==> src/rtl/spi_burst_sequencer.sv <==
`default_nettype none
// +--------------------------------------------------------------------------+
// | Module      : spi_burst_sequencer                                        |
// | Description : Feeds buffered host TX bytes to the SPI master one burst   |
// |               of BYTE_COUNT bytes per start request, and collects the    |
// |               received bytes into an RX FIFO for the host.               |
// | Revision    : 1.0 - initial release                                      |
// +--------------------------------------------------------------------------+
module spi_burst_sequencer #(
   parameter int BYTE_COUNT = 5,
   parameter int TX_DEPTH   = 16,
   parameter int RX_DEPTH   = 16
) (
   input  logic       i_clk,
   input  logic       i_rst_n,
   input  logic       i_tx_valid,
   output logic       o_tx_ready,
   input  logic [7:0] i_tx_data,
   output logic       o_rx_valid,
   input  logic       i_rx_ready,
   output logic [7:0] o_rx_data,
   input  logic       i_start,
   output logic       o_busy,
   output logic       o_xfer_done,
   output logic       o_TX_DV,
   output logic [7:0] o_TX_DATA,
   input  logic       i_done,
   input  logic       i_bytedone,
   input  logic [7:0] i_RX_DATA
);

   localparam int TXAW = $clog2(TX_DEPTH);
   localparam int RXAW = $clog2(RX_DEPTH);
   localparam int CW   = $clog2(BYTE_COUNT + 1);

   localparam logic [2:0] c_st_idle     = 3'd0;
   localparam logic [2:0] c_st_load     = 3'd1;
   localparam logic [2:0] c_st_launch   = 3'd2;
   localparam logic [2:0] c_st_xfer     = 3'd3;
   localparam logic [2:0] c_st_complete = 3'd4;

   localparam logic [CW-1:0]   c_byte_count = CW'(BYTE_COUNT);
   localparam logic [CW-1:0]   c_last_rcvd  = CW'(BYTE_COUNT - 1);
   localparam logic [TXAW:0]   c_tx_depth   = (TXAW + 1)'(TX_DEPTH);
   localparam logic [TXAW:0]   c_tx_need    = (TXAW + 1)'(BYTE_COUNT);
   localparam logic [RXAW:0]   c_rx_depth   = (RXAW + 1)'(RX_DEPTH);
   localparam logic [RXAW:0]   c_rx_need    = (RXAW + 1)'(BYTE_COUNT);

   logic [2:0]      r_state;
   logic [2:0]      w_next_state;

   logic [7:0]      r_tx_mem [TX_DEPTH];
   logic [TXAW-1:0] r_tx_wp;
   logic [TXAW-1:0] r_tx_rp;
   logic [TXAW:0]   r_tx_count;
   logic [7:0]      r_rx_mem [RX_DEPTH];
   logic [RXAW-1:0] r_rx_wp;
   logic [RXAW-1:0] r_rx_rp;
   logic [RXAW:0]   r_rx_count;

   logic [CW-1:0]   r_sent;
   logic [CW-1:0]   r_rcvd;
   logic            r_bd_d;
   logic [7:0]      r_tx_data;

   logic            w_tx_pop_req;
   logic            w_rx_push_req;
   logic            w_tx_full;
   logic            w_tx_empty;
   logic            w_rx_full;
   logic            w_rx_empty;
   logic            w_tx_push;
   logic            w_tx_pop;
   logic            w_rx_push;
   logic            w_rx_pop;
   logic [RXAW:0]   w_rx_free;
   logic            w_can_start;

   assign w_tx_full   = (r_tx_count == c_tx_depth);
   assign w_tx_empty  = (r_tx_count == '0);
   assign w_rx_full   = (r_rx_count == c_rx_depth);
   assign w_rx_empty  = (r_rx_count == '0);

   // A pop frees the slot the simultaneous push lands in, so a full FIFO still accepts it
   assign w_tx_pop    = w_tx_pop_req && !w_tx_empty;
   assign w_tx_push   = i_tx_valid && (!w_tx_full || w_tx_pop);
   assign w_rx_pop    = i_rx_ready && !w_rx_empty;
   assign w_rx_push   = w_rx_push_req && (!w_rx_full || w_rx_pop);

   assign w_rx_free   = c_rx_depth - r_rx_count;
   assign w_can_start = (r_tx_count >= c_tx_need) && (w_rx_free >= c_rx_need);

   assign o_tx_ready  = !w_tx_full;
   assign o_rx_valid  = !w_rx_empty;
   assign o_rx_data   = r_rx_mem[r_rx_rp];
   assign o_TX_DATA   = r_tx_data;

   // State register
   always_ff @(posedge i_clk) begin
      if (!i_rst_n) r_state <= c_st_idle;
      else          r_state <= w_next_state;
   end

   // Next state: only start a burst that can neither underflow TX nor overflow RX
   always_comb begin
      w_next_state = r_state;
      case (r_state)
         c_st_idle:     if (i_start && w_can_start) w_next_state = c_st_load;
         c_st_load:     w_next_state = c_st_launch;
         c_st_launch:   w_next_state = c_st_xfer;
         c_st_xfer:     if (r_bd_d && (r_rcvd == c_last_rcvd)) w_next_state = c_st_complete;
         c_st_complete: w_next_state = c_st_idle;
         default:       w_next_state = c_st_idle;
      endcase
   end

   // State-decoded outputs and FIFO requests
   always_comb begin
      o_TX_DV       = 1'b0;
      o_busy        = (r_state != c_st_idle);
      o_xfer_done   = 1'b0;
      w_tx_pop_req  = 1'b0;
      w_rx_push_req = 1'b0;
      case (r_state)
         c_st_load:     w_tx_pop_req = 1'b1;
         c_st_launch:   o_TX_DV = 1'b1;
         c_st_xfer: begin
            w_tx_pop_req  = i_done && (r_sent < c_byte_count);
            w_rx_push_req = r_bd_d;
         end
         c_st_complete: o_xfer_done = 1'b1;
         default: ;
      endcase
   end

   // Burst bookkeeping; the next byte is loaded ahead of the master's byte boundary
   always_ff @(posedge i_clk) begin
      if (!i_rst_n) begin
         r_tx_data <= '0;
         r_sent    <= '0;
         r_rcvd    <= '0;
         r_bd_d    <= 1'b0;
      end else begin
         r_bd_d <= i_bytedone;
         if (w_tx_pop_req) r_tx_data <= r_tx_mem[r_tx_rp];
         if (r_state == c_st_load) begin
            r_sent <= CW'(1);
            r_rcvd <= '0;
         end else begin
            if (w_tx_pop_req)  r_sent <= r_sent + CW'(1);
            if (w_rx_push_req) r_rcvd <= r_rcvd + CW'(1);
         end
      end
   end

   // TX FIFO pointers and occupancy
   always_ff @(posedge i_clk) begin
      if (!i_rst_n) begin
         r_tx_wp    <= '0;
         r_tx_rp    <= '0;
         r_tx_count <= '0;
      end else begin
         if (w_tx_push) r_tx_wp <= r_tx_wp + TXAW'(1);
         if (w_tx_pop)  r_tx_rp <= r_tx_rp + TXAW'(1);
         case ({w_tx_push, w_tx_pop})
            2'b10:   r_tx_count <= r_tx_count + (TXAW + 1)'(1);
            2'b01:   r_tx_count <= r_tx_count - (TXAW + 1)'(1);
            default: ;
         endcase
      end
   end

   // TX FIFO storage
   always_ff @(posedge i_clk) begin
      if (w_tx_push) r_tx_mem[r_tx_wp] <= i_tx_data;
   end

   // RX FIFO pointers and occupancy
   always_ff @(posedge i_clk) begin
      if (!i_rst_n) begin
         r_rx_wp    <= '0;
         r_rx_rp    <= '0;
         r_rx_count <= '0;
      end else begin
         if (w_rx_push) r_rx_wp <= r_rx_wp + RXAW'(1);
         if (w_rx_pop)  r_rx_rp <= r_rx_rp + RXAW'(1);
         case ({w_rx_push, w_rx_pop})
            2'b10:   r_rx_count <= r_rx_count + (RXAW + 1)'(1);
            2'b01:   r_rx_count <= r_rx_count - (RXAW + 1)'(1);
            default: ;
         endcase
      end
   end

   // RX FIFO storage
   always_ff @(posedge i_clk) begin
      if (w_rx_push) r_rx_mem[r_rx_wp] <= i_RX_DATA;
   end

endmodule
`default_nettype wire
==> config.mk <==
export PLATFORM = sky130hd
export DESIGN_NAME = spi_burst_sequencer
export DESIGN_NICKNAME = d
export VERILOG_FILES = /design/src/rtl/spi_burst_sequencer.sv
export SDC_FILE = /design/constraint.sdc
export NUM_CORES = 1
export LEC_CHECK = 0
export CAP_MARGIN = 30
export CORE_UTILIZATION = 50
export DETAILED_ROUTE_END_ITERATION = 10
export PLACE_DENSITY = 0.74
export RECOVER_POWER = 50
export SLEW_MARGIN = 30
export SYNTH_ARGS = -nofsm -noshare
export SYNTH_HDL_FRONTEND = slang
export SYNTH_SLANG_ARGS = --single-unit
==> constraint.sdc <==
create_clock -name i_clk -period 3.9 [get_ports i_clk]
set_input_delay 0.78 -clock i_clk [delete_from_list [all_inputs] [get_ports i_clk]]
set_output_delay 0.78 -clock i_clk [all_outputs]
set_load 0.05 [all_outputs]
[Word-level counts from Yosys, hierarchy flattened]
Memory sizes are Yosys's and may differ from the RTL's. A register that Yosys moved wholly into a read port is not among the register bits.
Cells that the tools add are included.
Word-level totals
  flip-flop bits (word level): 36
  bits in writable memories: 256
  input bits: 23
  output and inout bits: 21
  logic and storage cells: 82
  memories kept: 2
Memory list
  r_rx_mem: words 16, width 8, rd ports 1, clocked after memory_dff 1, write ports 1, line 56  | logic [7:0] r_rx_mem [RX_DEPTH];
  r_tx_mem: words 16, width 8, rd ports 1, clocked after memory_dff 1, write ports 1, line 52  | logic [7:0] r_tx_mem [TX_DEPTH];
Operators by class
  add/subtract/negate cells: 11
  magnitude comparators: 3
  equal/unequal tests: 13
  muxes and demuxes: 17
  bitwise gates (word level): 1
  reduce and logical (&&, ||, !) cells: 24
Operators by type and width (number)
  case mux 5 bit (2 select lines): 2
  adder 4 x 1 -> 4 bit, second input constant: 4
  case mux 3 bit (4 select lines): 1
  adder 5 x 1 -> 5 bit, second input constant: 2
  equality test 5 bit, second input constant: 2
  >= comparator 5 x 3 -> 1 bit, second input constant: 2
  zero test 5 bit: 2
  subtractor 5 x 1 -> 5 bit, second input constant: 2
  two-way mux 1 bit: 9
  logical AND 1 bit: 8
  two-way mux 4 bit: 2
  adder 3 x 1 -> 3 bit, second input constant: 2
  equality test 3 x 2 -> 1 bit, second input constant: 2
  equality test 3 bit, second input constant: 2
  two-way mux 3 bit: 2
  nonzero test 2 bit: 3
  zero test 1 bit: 5
  subtractor 5 bit, first input constant: 1
  equality test 2 x 1 -> 1 bit, second input constant: 2
  equality test 2 bit, second input constant: 2
  != test 2 bit, second input constant: 2
  equality test 3 x 1 -> 1 bit, second input constant: 1
  zero test 3 bit: 1
  < comparator 3 bit, second input constant: 1
  other kinds (6): 7

[Depth between registers and ports, before layout]
  word-level depth: 8
  mapped depth: 12
  depth with buffers taken out: 12

[Worst setup path before layout]
Ideal clock, no wire load.
  path type: input to register
  from: in i_done
  to: reg r_tx_count[4]
  setup time: 0.129 ns
  arrival: 2.818 ns
  required time: 3.771 ns
  slack: 0.954 ns
  cell stages on the path: 11
  buffers on the path: 1
  cell sequence: nor2b_1 > or3_1 > buf_6 > or3_1 > inv_1 > ha_1 > nand2b_1 > a21oi_1 > or4_4 > a21oi_1 > nor3b_2
On the way
  longest elaborated chain between the ends: 7
  elaborated cells between the ends (all ways): 9
  those cells by class: eq/ne (2); mux (2); reduce/logical (5)
RTL lines
  from (decl): line 27  | input logic i_done,
  logical AND 1 bit *: line 128  | w_tx_pop_req = i_done && (r_sent < c_byte_count);
  case mux 1 bit (2 select lines) *: line 124  | case (r_state)
  logical AND 1 bit *: line 85  | assign w_tx_pop = w_tx_pop_req && !w_tx_empty;
  logical OR 1 bit: line 86  | assign w_tx_push = i_tx_valid && (!w_tx_full || w_tx_pop);
  logical AND 1 bit: line 86
  equality test 2 x 1 -> 1 bit or equality test 2 bit (tied branches): line 165  | case ({w_tx_push, w_tx_pop})
  case mux 5 bit (2 select lines) or nonzero test 2 bit (tied branches)
  to (signal assigned): line 166  | 2'b10: r_tx_count <= r_tx_count + (TXAW + 1)'(1);
  to (signal assigned): line 167  | 2'b01: r_tx_count <= r_tx_count - (TXAW + 1)'(1);
  to (decl): line 55  | logic [TXAW:0] r_tx_count;
Mark *: on every way between the ends. The rest lies on a longest branch, timed or not.
A chain may end at the register's enable or synchronous reset.

==> flow_summary.ini <==
[min_path]
hp-class = reg -> reg

[sta]
rsz0062_at_grt = false
tns_ps = 0
fmax_mhz = 277
drv_slew = 0
relSlewSlack_pct = 3.46
fin_crit_ps = 3600
fin_crit_sh_pct = 92.4
worst_pin_slew_ps = 1450
setup_ws_ps = 296
finalHoldViolations = 0
setup_violations = 0
finalClockSkew_ps = 10.1

[route]
vias = 6316
drt_iter0_drc = 606
routedWlPerCell_um = 21.9
drt_pre_antenna_iters = 5
routed_wl_um = 23800
drc = 0
vias_per_cell = 5.79
ant_nets = 0

[floorplan]
core_um2 = 23800
fp-row-count = 56
die_h_um = 158
die_x_um = 158
die_area_um2 = 25100
start_util_pct = 51.5
pin_count = 44

[synth]
synth.avg_cell_area_um2 = 17.8
yosys.cell_types.count = 47
ys.flop_type = edfxtp_1
synthArstFlopShare_pct = 0
yosys_warnings = 0
ys_seq_elements = 304
synthesis.nets = 733
synth_edf_count = 256
ys_seq_area_share_pct = 70.7
syn_inst = 685
syn_area_um2 = 12200

[flow_run]
maxCapViolCount = 0

[power]
p_per_area_nw_per_um2 = 547
ir_drop_mv = 0.458
p_leak_nw = 4.57

[setup_path]
crit_chain = buf_12 > mux4_2 > mux4_2 > dlygate4sd2_1
crit_top_cell = mux4_2
crit_buf_inv = 2
critPathMaxStageDelay_ps = 540
start_kind = register
cp.arrival_ps = 2820
critPathRequiredTime_ps = 3120
crit_path_end_kind = primary output
slowest_stage = dfxtp_2
path_class = reg -> out
path_delay_family = multiplexers
worst-path-max-fanout = 24

[placed_design]
portBuffers = 43
dp_hpwl_um = 15600
place_ws_ps = 420
gp_congestion = 0.839
place_area_um2 = 13100

[outcome]
status = finished clean

[global_routing]
grt_pass1_vias = 6537
grt_use_met2_pct = 34.0
grt_use_met1_pct = 26.8
grt_pass1_wl_um = 37400
grt.busiest_layer = met2
grt_max_degree = 36
grtUsageTotal_pct = 19.9
grt_overflow = 0
met3_usage_pct = 2.94
antenna_found_initial = 0

[clock_tree]
clk_latency_ps = 540
post_cts_buffers = 0
cts_num_sinks = 304
cts_hold_buf = 0
cts_tree = done
clkTransAtPathRegs_ps = 60
cts_htree_levels = 1
cts-root-buf = clkbuf_16
cts_inserted_buffers = 29
cts_buffer_depth = 3
cts_resized = 6

[layout]
post-route-cell-area_um2 = 14100
fillers = 1678
nNetsFinal = 797
area_delta_synth_final_pct = 15.3
final_layout_size_suffix_gt1_share_pct = 18.9
antenna_cells = 0
final_common_cell = edfxtp_1
final_cell_mix = edfxtp_1 (256), mux4_2 (72), nor2_1 (57)
[through the flow]
stage / power [mW] / hold WS (ps) / cells / util (%)
final: 7.72 / 474 / 1090 / 59.4
after global routing: 7.99 / 515 / 1090 / 59.4
after floorplan: 4.54 / 453 / 685 / -
after global placement: 4.81 / 460 / 1037 / 55.1
after detailed placement: 4.86 / 466 / 1037 / 55.1
after CTS: 7.77 / 474 / 1090 / 59.4
[worst reg2reg max path: stages, from the launching register on]
cell      delay (ps)
dfxtp_1          450
inv_1            120
ha_1             230
nor3b_1          160
ha_1             230
nand2b_1         170
a21oi_1          570
nand2_1          260
nor2_1           750
[synthesized netlist by cell type, drive strengths merged, types with 8 or more instances]
cell type	count	area (um2)
a21oi	13	65.1
nand2	25	93.8
nand2b	9	63.8
o221ai	8	70.1
inv	17	63.8
clkbuf	16	60.1
nand3	14	70.1
nor2	58	220
mux4	72	1620
mux2i	20	200
ha	23	288
nor3	17	85.1
xnor2	11	96.3
buf	18	98.8
xor2	8	70.1
dfxtp	48	961
edfxtp	256	7690
[cell type report]
class / instances / area, um2 / area share (%)
tap: 319 / 399 / 2.83
inverter: 17 / 63.8 / 0.453
clock buffer: 41 / 822 / 5.83
timing repair buffer: 67 / 613 / 4.35
sequential: 304 / 8650 / 61.4
multi-input combinational: 330 / 3360 / 23.8
clock inverter: 12 / 190 / 1.35
[state kept, by name (all words and copies together), names as in the netlist, 3 cells and up, named ones only]
register and flops:
r_tx_wp 4, r_rx_rp 4, o_TX_DATA 8, r_rcvd 3
r_tx_count 5, r_tx_mem 128, r_state 3, r_rx_count 5
r_sent 3, r_tx_rp 4, r_rx_mem 128, r_rx_wp 4
[logic make-up (layout without fill, tap and decap cells)]
group | Yosys count | in the layout | share of synthesized area, %
compound gates | 46 | 46 | 2.71
buf+inv | 51 | 137 | 1.82
simple gates | 148 | 148 | 5.79
flops | 304 | 304 | 70.7
mux | 92 | 92 | 14.9
fa+ha+maj | 25 | 25 | 2.68
xor+xnor | 19 | 19 | 1.36
[layer usage]
layer | share of wire (%) | up-vias
met5 | 0 | -
met4 | 2.2 | 0
met3 | 5.4 | 42
met2 | 51 | 230
met1 | 42 | 3224
li1 | - | 2820
[power breakdown]
| group | internal (mW) | switching [mW] | leakage (nW) |
|---|---|---|---|
| Combinational | 0.503 | 0.600 | 1.38 |
| Clock | 1.80 | 1.15 | 0.493 |
| Sequential | 3.58 | 0.0825 | 2.70 |
| Total | 5.88 | 1.84 | 4.57 |
[path summary, 6_finish.rpt]
path,start,endpoint,slack (ps),cells after the start
max,register,o_rx_data[5],300,4
min,r_rcvd[1]$_SDFFE_PP0P_,r_rcvd[1]$_SDFFE_PP0P_,470,2
max reg2reg,r_rx_count[0]$_SDFFE_PN0P_,r_rx_mem[5][2]$_DFFE_PP_,580,8
min reg2reg,r_rcvd[1]$_SDFFE_PP0P_,r_rcvd[1]$_SDFFE_PP0P_,470,2
Power figures use the tool's default switching activity.
